**src/rtl/tmac_uni_param.sv**
```systemverilog
// Unipolar temporal-coded stochastic MAC: N_CH channels, one 2^BW-cycle frame per result.
// Define TMAC_SCALED_EN for scaled output coding (mean); default build saturates the sum.
module tmac_uni_param #(
    parameter int N_CH = 16,
    parameter int BW   = 8
) (
    input  logic                         clk,
    input  logic                         rst_n,
    input  logic                         start,
    input  logic [N_CH-1:0][BW-1:0]      iA,
    input  logic [N_CH-1:0][BW-1:0]      iB,
    output logic                         busy,
    output logic                         done,
    output logic [BW+$clog2(N_CH)-1:0]   oSum,
    output logic [BW-1:0]                oRes,
    output logic                         oC
);

    localparam int LG_CH = $clog2(N_CH);
    localparam int SUM_W = BW + LG_CH;
    localparam int CNT_W = BW + 1;
    localparam int N_ST  = (LG_CH + 1) / 2;

    localparam logic [2:0] S_IDLE  = 3'd0;
    localparam logic [2:0] S_LOAD  = 3'd1;
    localparam logic [2:0] S_RUN   = 3'd2;
    localparam logic [2:0] S_DRAIN = 3'd3;
    localparam logic [2:0] S_DONE  = 3'd4;

    localparam logic [BW-1:0] T_MAX = '1;
    localparam logic [BW-1:0] T_DR  = BW'(N_ST - 1);

    logic [2:0]                state;
    logic [2:0]                state_n;
    logic [BW-1:0]             t;
    logic [BW-1:0]             tc;
    logic [BW-1:0]             rng_a;
    logic [BW-1:0]             rng_c;
    logic [N_CH-1:0][BW-1:0]   a_r;
    logic [N_CH-1:0][BW-1:0]   b_r;
    logic [CNT_W-1:0]          cnt [N_CH];
    logic [N_CH-1:0]           mul;
    logic [SUM_W-1:0]          tree_out;
    logic [BW-1:0]             res_code;
    logic                      res_valid;

    always_comb begin
        state_n = state;
        unique case (state)
            S_IDLE:  if (start) state_n = S_LOAD;
            S_LOAD:  state_n = S_RUN;
            S_RUN:   if (t == T_MAX) state_n = S_DRAIN;
            S_DRAIN: if (t == T_DR) state_n = S_DONE;
            S_DONE:  state_n = S_IDLE;
            default: state_n = S_IDLE;
        endcase
    end

    always_ff @(posedge clk or negedge rst_n) begin
        if (!rst_n) begin
            state <= S_IDLE;
        end else begin
            state <= state_n;
        end
    end

    // t doubles as the drain-cycle counter once the frame is over
    always_ff @(posedge clk or negedge rst_n) begin
        if (!rst_n) begin
            t <= '0;
        end else if (state == S_RUN || state == S_DRAIN) begin
            t <= (state_n != state) ? '0 : t + 1'b1;
        end else begin
            t <= '0;
        end
    end

    always_ff @(posedge clk or negedge rst_n) begin
        if (!rst_n) begin
            tc <= '0;
        end else begin
            tc <= tc + 1'b1;
        end
    end

    // van der Corput sequences for the rate-coded operand and the output stream
    always_comb begin
        rng_a = '0;
        rng_c = '0;
        for (int j = 0; j < BW; j++) begin
            rng_a[j] = t[BW-1-j];
            rng_c[j] = tc[BW-1-j];
        end
    end

    always_comb begin
        mul = '0;
        for (int i = 0; i < N_CH; i++) begin
            mul[i] = (a_r[i] > rng_a) && (t < b_r[i]);
        end
    end

    always_ff @(posedge clk or negedge rst_n) begin
        if (!rst_n) begin
            a_r <= '0;
            b_r <= '0;
            for (int i = 0; i < N_CH; i++) cnt[i] <= '0;
        end else if (state == S_IDLE && start) begin
            a_r <= iA;
            b_r <= iB;
            for (int i = 0; i < N_CH; i++) cnt[i] <= '0;
        end else if (state == S_RUN) begin
            for (int i = 0; i < N_CH; i++) begin
                cnt[i] <= cnt[i] + CNT_W'(mul[i]);
            end
        end
    end

    // 4:1 reduction levels; last level is combinational into the oSum register
    for (genvar k = 0; k < N_ST; k++) begin : g_lvl
        localparam int NIN  = N_CH >> (2 * k);
        localparam int NOUT = (NIN >= 4) ? NIN / 4 : 1;
        localparam int FAN  = NIN / NOUT;

        logic [SUM_W-1:0] din [NIN];
        logic [SUM_W-1:0] sum [NOUT];
        logic [SUM_W-1:0] q   [NOUT];

        if (k == 0) begin : g_in
            for (genvar i = 0; i < NIN; i++) begin : g_i
                assign din[i] = SUM_W'(cnt[i]);
            end
        end else begin : g_in
            for (genvar i = 0; i < NIN; i++) begin : g_i
                assign din[i] = g_lvl[k-1].q[i];
            end
        end

        always_comb begin
            for (int o = 0; o < NOUT; o++) begin
                logic [SUM_W-1:0] acc;
                acc = '0;
                for (int f = 0; f < FAN; f++) begin
                    acc = acc + din[o*FAN+f];
                end
                sum[o] = acc;
            end
        end

        if (k < N_ST - 1) begin : g_ff
            always_ff @(posedge clk or negedge rst_n) begin
                if (!rst_n) begin
                    for (int o = 0; o < NOUT; o++) q[o] <= '0;
                end else begin
                    for (int o = 0; o < NOUT; o++) q[o] <= sum[o];
                end
            end
        end else begin : g_co
            for (genvar o = 0; o < NOUT; o++) begin : g_o
                assign q[o] = sum[o];
            end
        end
    end

    assign tree_out = g_lvl[N_ST-1].q[0];

`ifdef TMAC_SCALED_EN
    assign res_code = tree_out[SUM_W-1:LG_CH];
`else
    assign res_code = (|tree_out[SUM_W-1:BW]) ? '1 : tree_out[BW-1:0];
`endif

    always_ff @(posedge clk or negedge rst_n) begin
        if (!rst_n) begin
            oSum      <= '0;
            oRes      <= '0;
            res_valid <= 1'b0;
        end else if (state == S_DRAIN && state_n == S_DONE) begin
            oSum      <= tree_out;
            oRes      <= res_code;
            res_valid <= 1'b1;
        end
    end

    assign busy = (state == S_LOAD) || (state == S_RUN) || (state == S_DRAIN);
    assign done = (state == S_DONE);
    assign oC   = res_valid && (oRes > rng_c);

endmodule

```
**config.mk**
```make
export PLATFORM = sky130hd
export DESIGN_NAME = tmac_uni_param
export DESIGN_NICKNAME = d
export VERILOG_FILES = /design/src/rtl/tmac_uni_param.sv
export SDC_FILE = /design/constraint.sdc
export NUM_CORES = 1
export LEC_CHECK = 0
export BUFFER_PORTS_ARGS = -buffer_cell sky130_fd_sc_hd__buf_2
export CAP_MARGIN = 5
export CORE_ASPECT_RATIO = 1.1
export CORE_UTILIZATION = 41
export CTS_CLUSTER_DIAMETER = 50
export CTS_CLUSTER_SIZE = 14
export DETAILED_ROUTE_END_ITERATION = 8
export REMOVE_ABC_BUFFERS = 1
export SETUP_SLACK_MARGIN = 0.05
export SYNTH_ARGS = -nofsm -noshare
export SYNTH_HDL_FRONTEND = slang
export SYNTH_SLANG_ARGS = --single-unit
```
**constraint.sdc**
```tcl
create_clock -name clk -period 5.28 [get_ports clk]
set_input_delay 1.584 -clock clk [delete_from_list [all_inputs] [get_ports clk]]
set_output_delay 1.584 -clock clk [all_outputs]
set_load 0.1 [all_outputs]
```
# [Word level (Yosys, flattened, before mapping)]
# Cells that the tools add are included.
[word_totals] reg_bits=488 output_inout_bits=23 elab_cells=166
[classes] n_addsub=33 magnitude_cmp=33 n_eq_ne=8 muxes=9 reduce_logical=25
[ops] op="$mux W144" count=2
[ops] op="$add A9 B1 Y9" count=16
[ops] op="$gt A8 B8 Y1" count=17
[ops] op="$lt A8 B8 Y1" count=16
[ops] op="$add A11 B9 Y12" count=4
[ops] op="$add A10 B9 Y11" count=4
[ops] op="$add A9 B9 Y10" count=4
[ops] op="$add A12 B12 Y12" count=3
[ops] op="$mux W8" count=3
[ops] op="$logic_and A1 B1 Y1" count=19
[ops] op="$add A8 B1 Y8 const B" count=2
[ops] op="$pmux W3 S4" count=1
[ops] op="$mux W3" count=3
[ops] op="$eq A8 B1 Y1 const B" count=1
[ops] op="$eq A8 B8 Y1 const B" count=1
[ops] op="$eq A3 B2 Y1 const B" count=2
[ops] op="$eq A3 B3 Y1 const B" count=2
[ops] op="$reduce_or A4 Y1" count=1
[ops] op="$eq A3 B1 Y1 const B" count=1
[ops] op="$logic_not A3 Y1" count=1
[ops] op="$logic_or A1 B1 Y1" count=3
[ops] op="$ne A3 B3 Y1" count=1
[ops] op="$reduce_bool A2 Y1" count=1

# [Logic depth before layout (Yosys ltp)]
# Gate-level depths: netlist of the first run.
[logic_depth] word_depth=6 depth_mapped=15

# [Worst setup path before layout of the first run]
# OpenSTA, ideal clock, no wires.
[synth_timing] path_type="reg-to-output" startpoint="register oRes[0]" endpoint="output oC" arrival_ns=2.347 required_time_ns=3.696 setup_slack_ns=1.349 stages_incl_launch_ff=9 n_path_buf=0 cell_sequence="dfrtp_1 inv_1 ha_1 nor2b_1 o21ai_0 nand2b_1 a21oi_1 o21ai_0 o211a_1"
[synth_between] elab_chain_cells=2
[synth_rtl] element="start: declaration" line_no="15" rtl="output logic [BW-1:0] oRes,"
[synth_rtl] element="start signal: assignment" line_no="180" rtl="oRes <= res_code;"
[synth_rtl] element="$gt A8 B8 Y1" line_no="187" rtl="assign oC = res_valid && (oRes > rng_c);"
[synth_rtl] element="$logic_and A1 B1 Y1" line_no="187"
[synth_rtl] element="end: declaration" line_no="16" rtl="output logic oC"
# Every way passes these cells.

# [Worst setup path after layout of the first run]
[layout_timing] startpoint="register oRes[1]" endpoint="output oC"
# Same word-level chain as after synthesis.

==> reports/results.ini, run 1 <==
[power_and_ir_drop]
p_sw_uw=8920
power_frac_comb_pct=53.4
maximum_ir_drop_on_the_vdd_rail_mv=0.853
power.density_nw_per_um2=654
sw_frac_of_total_pct=41.9
cell_internal_power_uw=12400
clock_power_share_pct=19.9
p_leak_uw=0.0158
share_seq_of_total_power_pct=26.7
post-layout-total-power_uw=21300

[layout]
final_cells=3876
nets=3649
area_of_the_multi_input_gates_sq_um=14700
seq_area_sq_um=12100
layout-drive-gt1-share_pct=18.3
insertedDiodeCount=0
fill_cells=6228
area.growth.synth_to_final_pct=16.3

[placement]
detailedPlace.worstSlack_ns=1.29
place.gp.congestion=0.828
buffer_ports.inserted=281
hpwl_after_dpl_mm=49.8
post-place-cells=3769

[yosys]
ys_seq_area_share_pct=43.3
synthDistinctLibCells=39
synthesis.yosys.warnings=0
netlist_instances=2665
synth_seq_cells=484
dominantRegCellSynth=sky130_fd_sc_hd__dfrtp_1
postSynth.asyncResetShare_pct=100
synth-edff-count=0
avgSynthCellArea_sq_um=10.5
post_synth_instance_area_sq_um=28000

[drt]
met3WireLength_mm=2.95
totalWireLength_mm=68.3
met2_wirelength_mm=33.0
drt-wirelength-per-cell_um=17.6
met1Wirelength_mm=30.2
detailedRoute.firstIterationViolations=1156
ant_nets=0
drc=0
routed-via-count=19921
first_pass_iters=5
viasPerCell=5.14
topmost_layer_with_routed_signal_wires=met5

[cts]
cts_tree=built
cts_hold_repair.buffers=0
clk_latency_ns=0.62
cts.repair.resized=0
number_of_setup_buffers_added_after_cts=0
worst_setup_hold_path_clk_slew_ns=0.06
cts-htree-levels=2
clock_path_buffers=3
cts_buffers=58
clk_root_buffer_cell=sky130_fd_sc_hd__clkbuf_16
cts.sinks=484

[timing]
final_period_demand_of_the_worst_path_ns=4.01
setup_viol=0
clock_skew_ns=0.0248
fmax_mhz=250
maxSlewViolCount=0
max-slew-margin-rel_pct=30.2
hold-worst-slack_ns=0.477
layout_worst_path_cycle_share_pct=75.9
report.final.hold_viol_count=0
rsz0062_at_grt=false
worstMarginPinSlew_ns=1.05
fin_worst_setup_slack_ns=1.27

[floorplan]
ioPinCount=282
dieArea_sq_um=69300
core_sq_um=67600
initial_core_utilization_pct=41.4
die_h_um=276
placementRows=100
die_x_um=251

[critical_path]
crit_arrival_ns=2.42
r2r.worst_path.cells=13
crit-reg2reg-launch=g_lvl[0].q[1]
critical_path.endpoint_type=output port
setup.worst_path.class=reg -> out
worstSetupStartpoint=oRes[1]
crit-reg2reg-capture=oRes[0]
critical_path_peak_fanout=3
reg2reg_setup_slack_ns=1.29
worst_setup_path_start_kind=register
critPathCapture=oC
worst-endpoint-required_ns=3.70

[global_routing]
grt_usage_pct=20.0
largest_net_degree_at_the_start_of_global_routing=218
grt_pass1_wl_mm=109
via_count_of_the_first_global_routing_pass=20461
antenna_found_initial=5
grt-ovfl-total=0

[outcome]
outcome=complete, no violations

[min_path]
hold_class=reg -> reg
holdPathStages=2
hold_start=oSum[5]

[job]
max_cap_viol_count=0

## per-layer routing
metal	up-vias	track usage (%)
met5	-	0
li1	9712	-
met2	384	34.0
met3	123	3.35
met1	9692	26.0
met4	10	6.40
## kinds of logic after synthesis
kind of cell | after synthesis | share of synthesized area, %
xor gates and xnor gates | 130 | 4.07
and+or+nand+nor | 663 | 10.7
muxes | 128 | 5.15
buffers and inverters | 310 | 4.26
adders and majority gates | 428 | 21.7
AOI/OAI and AO/OA | 522 | 10.8
DFF | 484 | 43.3
## flip-flops by register name (all words and copies together) (netlist names)
signal / flops
g_lvl.q: 44
oRes: 8
state: 3
oSum: 12
a_r: 128
tc: 8
t: 8
b_r: 128
res_valid: 1
cnt: 144
## cells in the final DEF (no fill, tap or decap), types with 8 or more instances in the layout
master                       instances
sky130_fd_sc_hd__a21boi_0           33
sky130_fd_sc_hd__o211ai_1           17
sky130_fd_sc_hd__nor2_1            154
sky130_fd_sc_hd__or3_1              32
sky130_fd_sc_hd__nor3_1             21
sky130_fd_sc_hd__o21bai_1            9
sky130_fd_sc_hd__nand3_1            27
sky130_fd_sc_hd__buf_4              25
sky130_fd_sc_hd__mux2_2            128
sky130_fd_sc_hd__o21a_1             32
sky130_fd_sc_hd__buf_2             280
sky130_fd_sc_hd__clkbuf_8            8
sky130_fd_sc_hd__dfrtp_1           483
sky130_fd_sc_hd__inv_1             235
sky130_fd_sc_hd__and3_1             18
sky130_fd_sc_hd__clkbuf_16          59
sky130_fd_sc_hd__nand2_1           297
sky130_fd_sc_hd__fa_1               94
sky130_fd_sc_hd__a21o_1             28
sky130_fd_sc_hd__ha_1              334
sky130_fd_sc_hd__a21oi_1           150
sky130_fd_sc_hd__a221o_1            16
sky130_fd_sc_hd__xnor2_1            33
sky130_fd_sc_hd__nand2b_1           20
sky130_fd_sc_hd__clkinvlp_4          9
sky130_fd_sc_hd__xor2_1             97
sky130_fd_sc_hd__nor2b_1            18
sky130_fd_sc_hd__o21ai_0           225
sky130_fd_sc_hd__nand4_1            68
## cell usage after synthesis, types with 2 or more instances
cell type	number	area share, %
sky130_fd_sc_hd__or3_1	32	0.72
sky130_fd_sc_hd__dfrtp_1	484	43
sky130_fd_sc_hd__a221o_1	16	0.57
sky130_fd_sc_hd__buf_1	6	0.081
sky130_fd_sc_hd__inv_1	235	3.2
sky130_fd_sc_hd__nor2_1	154	2.1
sky130_fd_sc_hd__xnor2_1	33	1.0
sky130_fd_sc_hd__o21ai_0	225	4.0
sky130_fd_sc_hd__buf_2	21	0.38
sky130_fd_sc_hd__mux2_2	128	5.2
sky130_fd_sc_hd__xor2_1	97	3.0
sky130_fd_sc_hd__clkbuf_1	48	0.64
sky130_fd_sc_hd__fa_1	94	6.7
sky130_fd_sc_hd__o21bai_1	9	0.24
sky130_fd_sc_hd__nand2_1	297	4.0
sky130_fd_sc_hd__a21oi_1	150	2.7
sky130_fd_sc_hd__nor3_1	21	0.38
sky130_fd_sc_hd__a31oi_1	7	0.16
sky130_fd_sc_hd__a21boi_0	33	0.89
sky130_fd_sc_hd__and3_1	18	0.40
sky130_fd_sc_hd__nand2b_1	20	0.45
sky130_fd_sc_hd__a21o_1	28	0.75
sky130_fd_sc_hd__nand4_1	68	1.5
sky130_fd_sc_hd__and2_1	2	0.045
sky130_fd_sc_hd__nand3_1	27	0.48
sky130_fd_sc_hd__o211ai_1	17	0.46
sky130_fd_sc_hd__ha_1	334	15
sky130_fd_sc_hd__nor4_1	2	0.045
sky130_fd_sc_hd__nor2b_1	18	0.40
sky130_fd_sc_hd__o21a_1	32	0.86
## worst min path at each step
stage,endpoint
final,oSum[5]
after global routing,res_valid
after CTS,res_valid
after detailed placement,res_valid
after global placement,res_valid
after floorplan,res_valid
## through the flow
| step | setup TNS (ns) | util [%] | area (sq um) |
|---|---|---|---|
| finish | 0 | 48.1 | 32500 |
| global route | 0 | 48.1 | 32500 |
| CTS | 0 | 48.1 | 32500 |
| detailed placement | 0 | 45.1 | 30500 |
| global placement | 0 | 45.1 | 30500 |
| floorplan | -7559.86 | - | 27700 |
## power by group through the flow
| stage | combinational (uW) | clock (uW) | sequential [uW] |
|---|---|---|---|
| after floorplan | 8730 | 0 | 5540 |
| after global placement | 11200 | 0 | 5730 |
| after detailed placement | 11400 | 0 | 5770 |
| after CTS | 11600 | 4340 | 5710 |
| after global routing | 13000 | 4470 | 5840 |
| final | 11400 | 4230 | 5690 |
## layout make-up
type                            count  area share, %
Clock buffer                       70           4.91
Clock inverter                     37           1.36
Inverter                          235           2.71
Multi-Input combinational cell   1871           45.1
Sequential cell                   484           37.2
Tap cell                          867           3.34
Timing Repair Buffer              312           5.30
## worst max-delay path: stages, from the launching register on
cell                       delay, ns
sky130_fd_sc_hd__dfrtp_1        0.43
sky130_fd_sc_hd__ha_1           0.32
sky130_fd_sc_hd__nor2b_1        0.13
sky130_fd_sc_hd__o21ai_0        0.08
sky130_fd_sc_hd__nand2b_1       0.08
sky130_fd_sc_hd__a21oi_1        0.06
sky130_fd_sc_hd__o21ai_0        0.14
sky130_fd_sc_hd__o211a_1        0.17
sky130_fd_sc_hd__buf_2          0.42
Note: power is estimated with default switching activity, not from simulation.
==> run 2: changes to the inputs <==
clock period = 3.6 ns   (was 5.28 ns; I/O delays follow)
==> reports/results.ini, run 2 (synthesized netlist as in run 1, its figures left out) <==
[floorplan]
die_x_um=251
ioPinCount=282
die_h_um=276
dieArea_sq_um=69300
core_sq_um=67600
placementRows=100
initial_core_utilization_pct=41.4

[cts]
cts.sinks=484
cts-htree-levels=2
worst_setup_hold_path_clk_slew_ns=0.07
cts_buffers=59
clk_root_buffer_cell=sky130_fd_sc_hd__clkbuf_16
clock_path_buffers=3
cts_hold_repair.buffers=0
clk_latency_ns=0.64
cts_tree=built

[job]
max_cap_viol_count=0

[drt]
detailedRoute.firstIterationViolations=1043
drc=0
viasPerCell=5.15
ant_nets=0
routed-via-count=20199
first_pass_iters=5
totalWireLength_mm=69.0
drt-wirelength-per-cell_um=17.6

[timing]
fmax_mhz=282
clock_skew_ns=0.0389
hold-worst-slack_ns=0.456
layout_worst_path_cycle_share_pct=98.4
max-slew-margin-rel_pct=58.0
report.final.hold_viol_count=0
maxSlewViolCount=0
setup_viol=0
worstMarginPinSlew_ns=0.630
tns_ns=0
final_period_demand_of_the_worst_path_ns=3.54
rsz0062_at_grt=true

[layout]
most_common_cell_after_layout_fill_and_taps_aside=sky130_fd_sc_hd__dfrtp_1
end_of_flow_core_utilization_pct=48.8
largest_registers=cnt x144, a_r x128, b_r x128
layout-drive-gt1-share_pct=19.7
nets=3687
max_flop_register=cnt
largest_reg_flops=144
area.growth.synth_to_final_pct=18.0
layout_common_cells=sky130_fd_sc_hd__dfrtp_1, sky130_fd_sc_hd__ha_1, sky130_fd_sc_hd__nand2_1, sky130_fd_sc_hd__buf_2, sky130_fd_sc_hd__inv_1

[placement]
hpwl_after_dpl_mm=50.0
place.gp.congestion=0.852
buffer_ports.inserted=281

[power_and_ir_drop]
share_seq_of_total_power_pct=25.1
cell_internal_power_uw=19200
maximum_ir_drop_on_the_vdd_rail_mv=1.16
sw_frac_of_total_pct=42.1
clock_power_share_pct=19.2
power_frac_comb_pct=55.7
power.density_nw_per_um2=1000
p_sw_uw=14000
p_leak_uw=0.0161

[critical_path]
reg2reg_setup_slack_ns=0.06
worst-endpoint-required_ns=4.06
setup.worst_path.class=reg -> reg
critical_path.endpoint_type=register
critical_path_peak_fanout=8
crit-reg2reg-launch=g_lvl[0].q[1]
r2r.worst_path.cells=14
crit_arrival_ns=4.00
crit-reg2reg-capture=oRes[6]
worst_setup_path_start_kind=register

[global_routing]
grt_usage_pct=20.2
largest_net_degree_at_the_start_of_global_routing=122
antenna_found_initial=4
via_count_of_the_first_global_routing_pass=20906
grt_pass1_wl_mm=111
grt-ovfl-total=0

[outcome]
outcome=complete, no violations

[min_path]
hold_class=in -> async

==> run 2: cell count changes in the layout (fill, tap and decap cells not counted), moves of 2 or more <==
cell                         previous run  this run
sky130_fd_sc_hd__buf_4                 25        57
sky130_fd_sc_hd__buf_12                 6        11
sky130_fd_sc_hd__inv_6                  5        10
sky130_fd_sc_hd__clkbuf_8               8         4
sky130_fd_sc_hd__inv_8                  3         7
sky130_fd_sc_hd__clkinv_2               7         4
sky130_fd_sc_hd__clkinv_4               6         4
sky130_fd_sc_hd__clkinv_8               0         2
sky130_fd_sc_hd__clkinvlp_4             9        11
sky130_fd_sc_hd__diode_2                0         2
==> run 2: routing by layer <==
| layer | part of all wire, % | wire length (um) | up-vias | GRT usage [%] |
|---|---|---|---|---|
| met5 | 0.042 | 29 | - | 0 |
| met4 | 2.5 | 1750 | 4 | 5.66 |
| met3 | 4.4 | 3010 | 123 | 3.35 |
| met2 | 49 | 33800 | 391 | 34.8 |
| met1 | 44 | 30400 | 9884 | 26.3 |
| li1 | - | - | 9797 | - |
==> run 2: how the worst max path moves through the flow <==
stage | startpoint | to | slack (ns) | depth (start not counted)
global route | g_lvl[0].q[1] | oRes[6] | -0.18 | 14
finish | g_lvl[0].q[1] | oRes[6] | 0.06 | 14
floorplan | start | a_r[100] | -21.15 | 2
global placement | g_lvl[0].q[1] | oRes[4] | -0.14 | 14
detailed placement | g_lvl[0].q[1] | oRes[4] | -0.14 | 14
CTS | g_lvl[0].q[1] | oRes[6] | 0.04 | 14
==> run 2: critical path, cell delays in order, from the launching register on <==
cell                       delay (ns)
sky130_fd_sc_hd__dfrtp_1         0.34
sky130_fd_sc_hd__inv_2           0.04
sky130_fd_sc_hd__fa_1            0.52
sky130_fd_sc_hd__inv_1           0.05
sky130_fd_sc_hd__fa_1            0.44
sky130_fd_sc_hd__ha_2            0.21
sky130_fd_sc_hd__fa_2            0.35
sky130_fd_sc_hd__a21o_1          0.19
sky130_fd_sc_hd__a221oi_2        0.27
sky130_fd_sc_hd__nand3b_4        0.21
sky130_fd_sc_hd__nand2_4         0.05
sky130_fd_sc_hd__xor2_2          0.18
sky130_fd_sc_hd__nor4_4          0.26
sky130_fd_sc_hd__buf_4           0.19
sky130_fd_sc_hd__a31oi_1         0.08
==> run 2: what timing repair did <==
| action | in CTS | in global routing |
|---|---|---|
| endpoints found under the setup margin | 8 | 13 |
| pin swaps | 7 | 5 |
| resized for setup | 7 | 6 |
| setup buffers | 4 | 3 |
==> run 2: power by group through the flow <==
stage	logic (uW)	clock network, uW	registers, uW
finish	18500	6360	8330
global route	20800	6730	8550
CTS	18200	6510	8360
detailed placement	17400	0	8450
global placement	17000	0	8380
floorplan	12800	0	8130
==> run 2: cell type report <==
| class | count | area [sq um] |
|---|---|---|
| fill | 6242 | 34600 |
| multi-input combinational | 1871 | 14700 |
| sequential | 484 | 12100 |
| timing repair buffer | 349 | 2070 |
| antenna | 2 | 5.00 |
| clock buffer | 66 | 1560 |
| tap | 867 | 1080 |
| inverter | 235 | 882 |
| clock inverter | 45 | 547 |
==> run 2: per-stage QoR <==
stage,worst slack (ns),total power (uW),std cells,area [sq um]
after floorplan,-21.15,20900,2590,27700
after detailed placement,-0.143,25800,3799,30800
final,0.0566,33100,3919,33000
after global routing,-0.179,36100,3918,33000
after global placement,-0.140,25400,3799,30800
after CTS,0.0441,33100,3914,32900
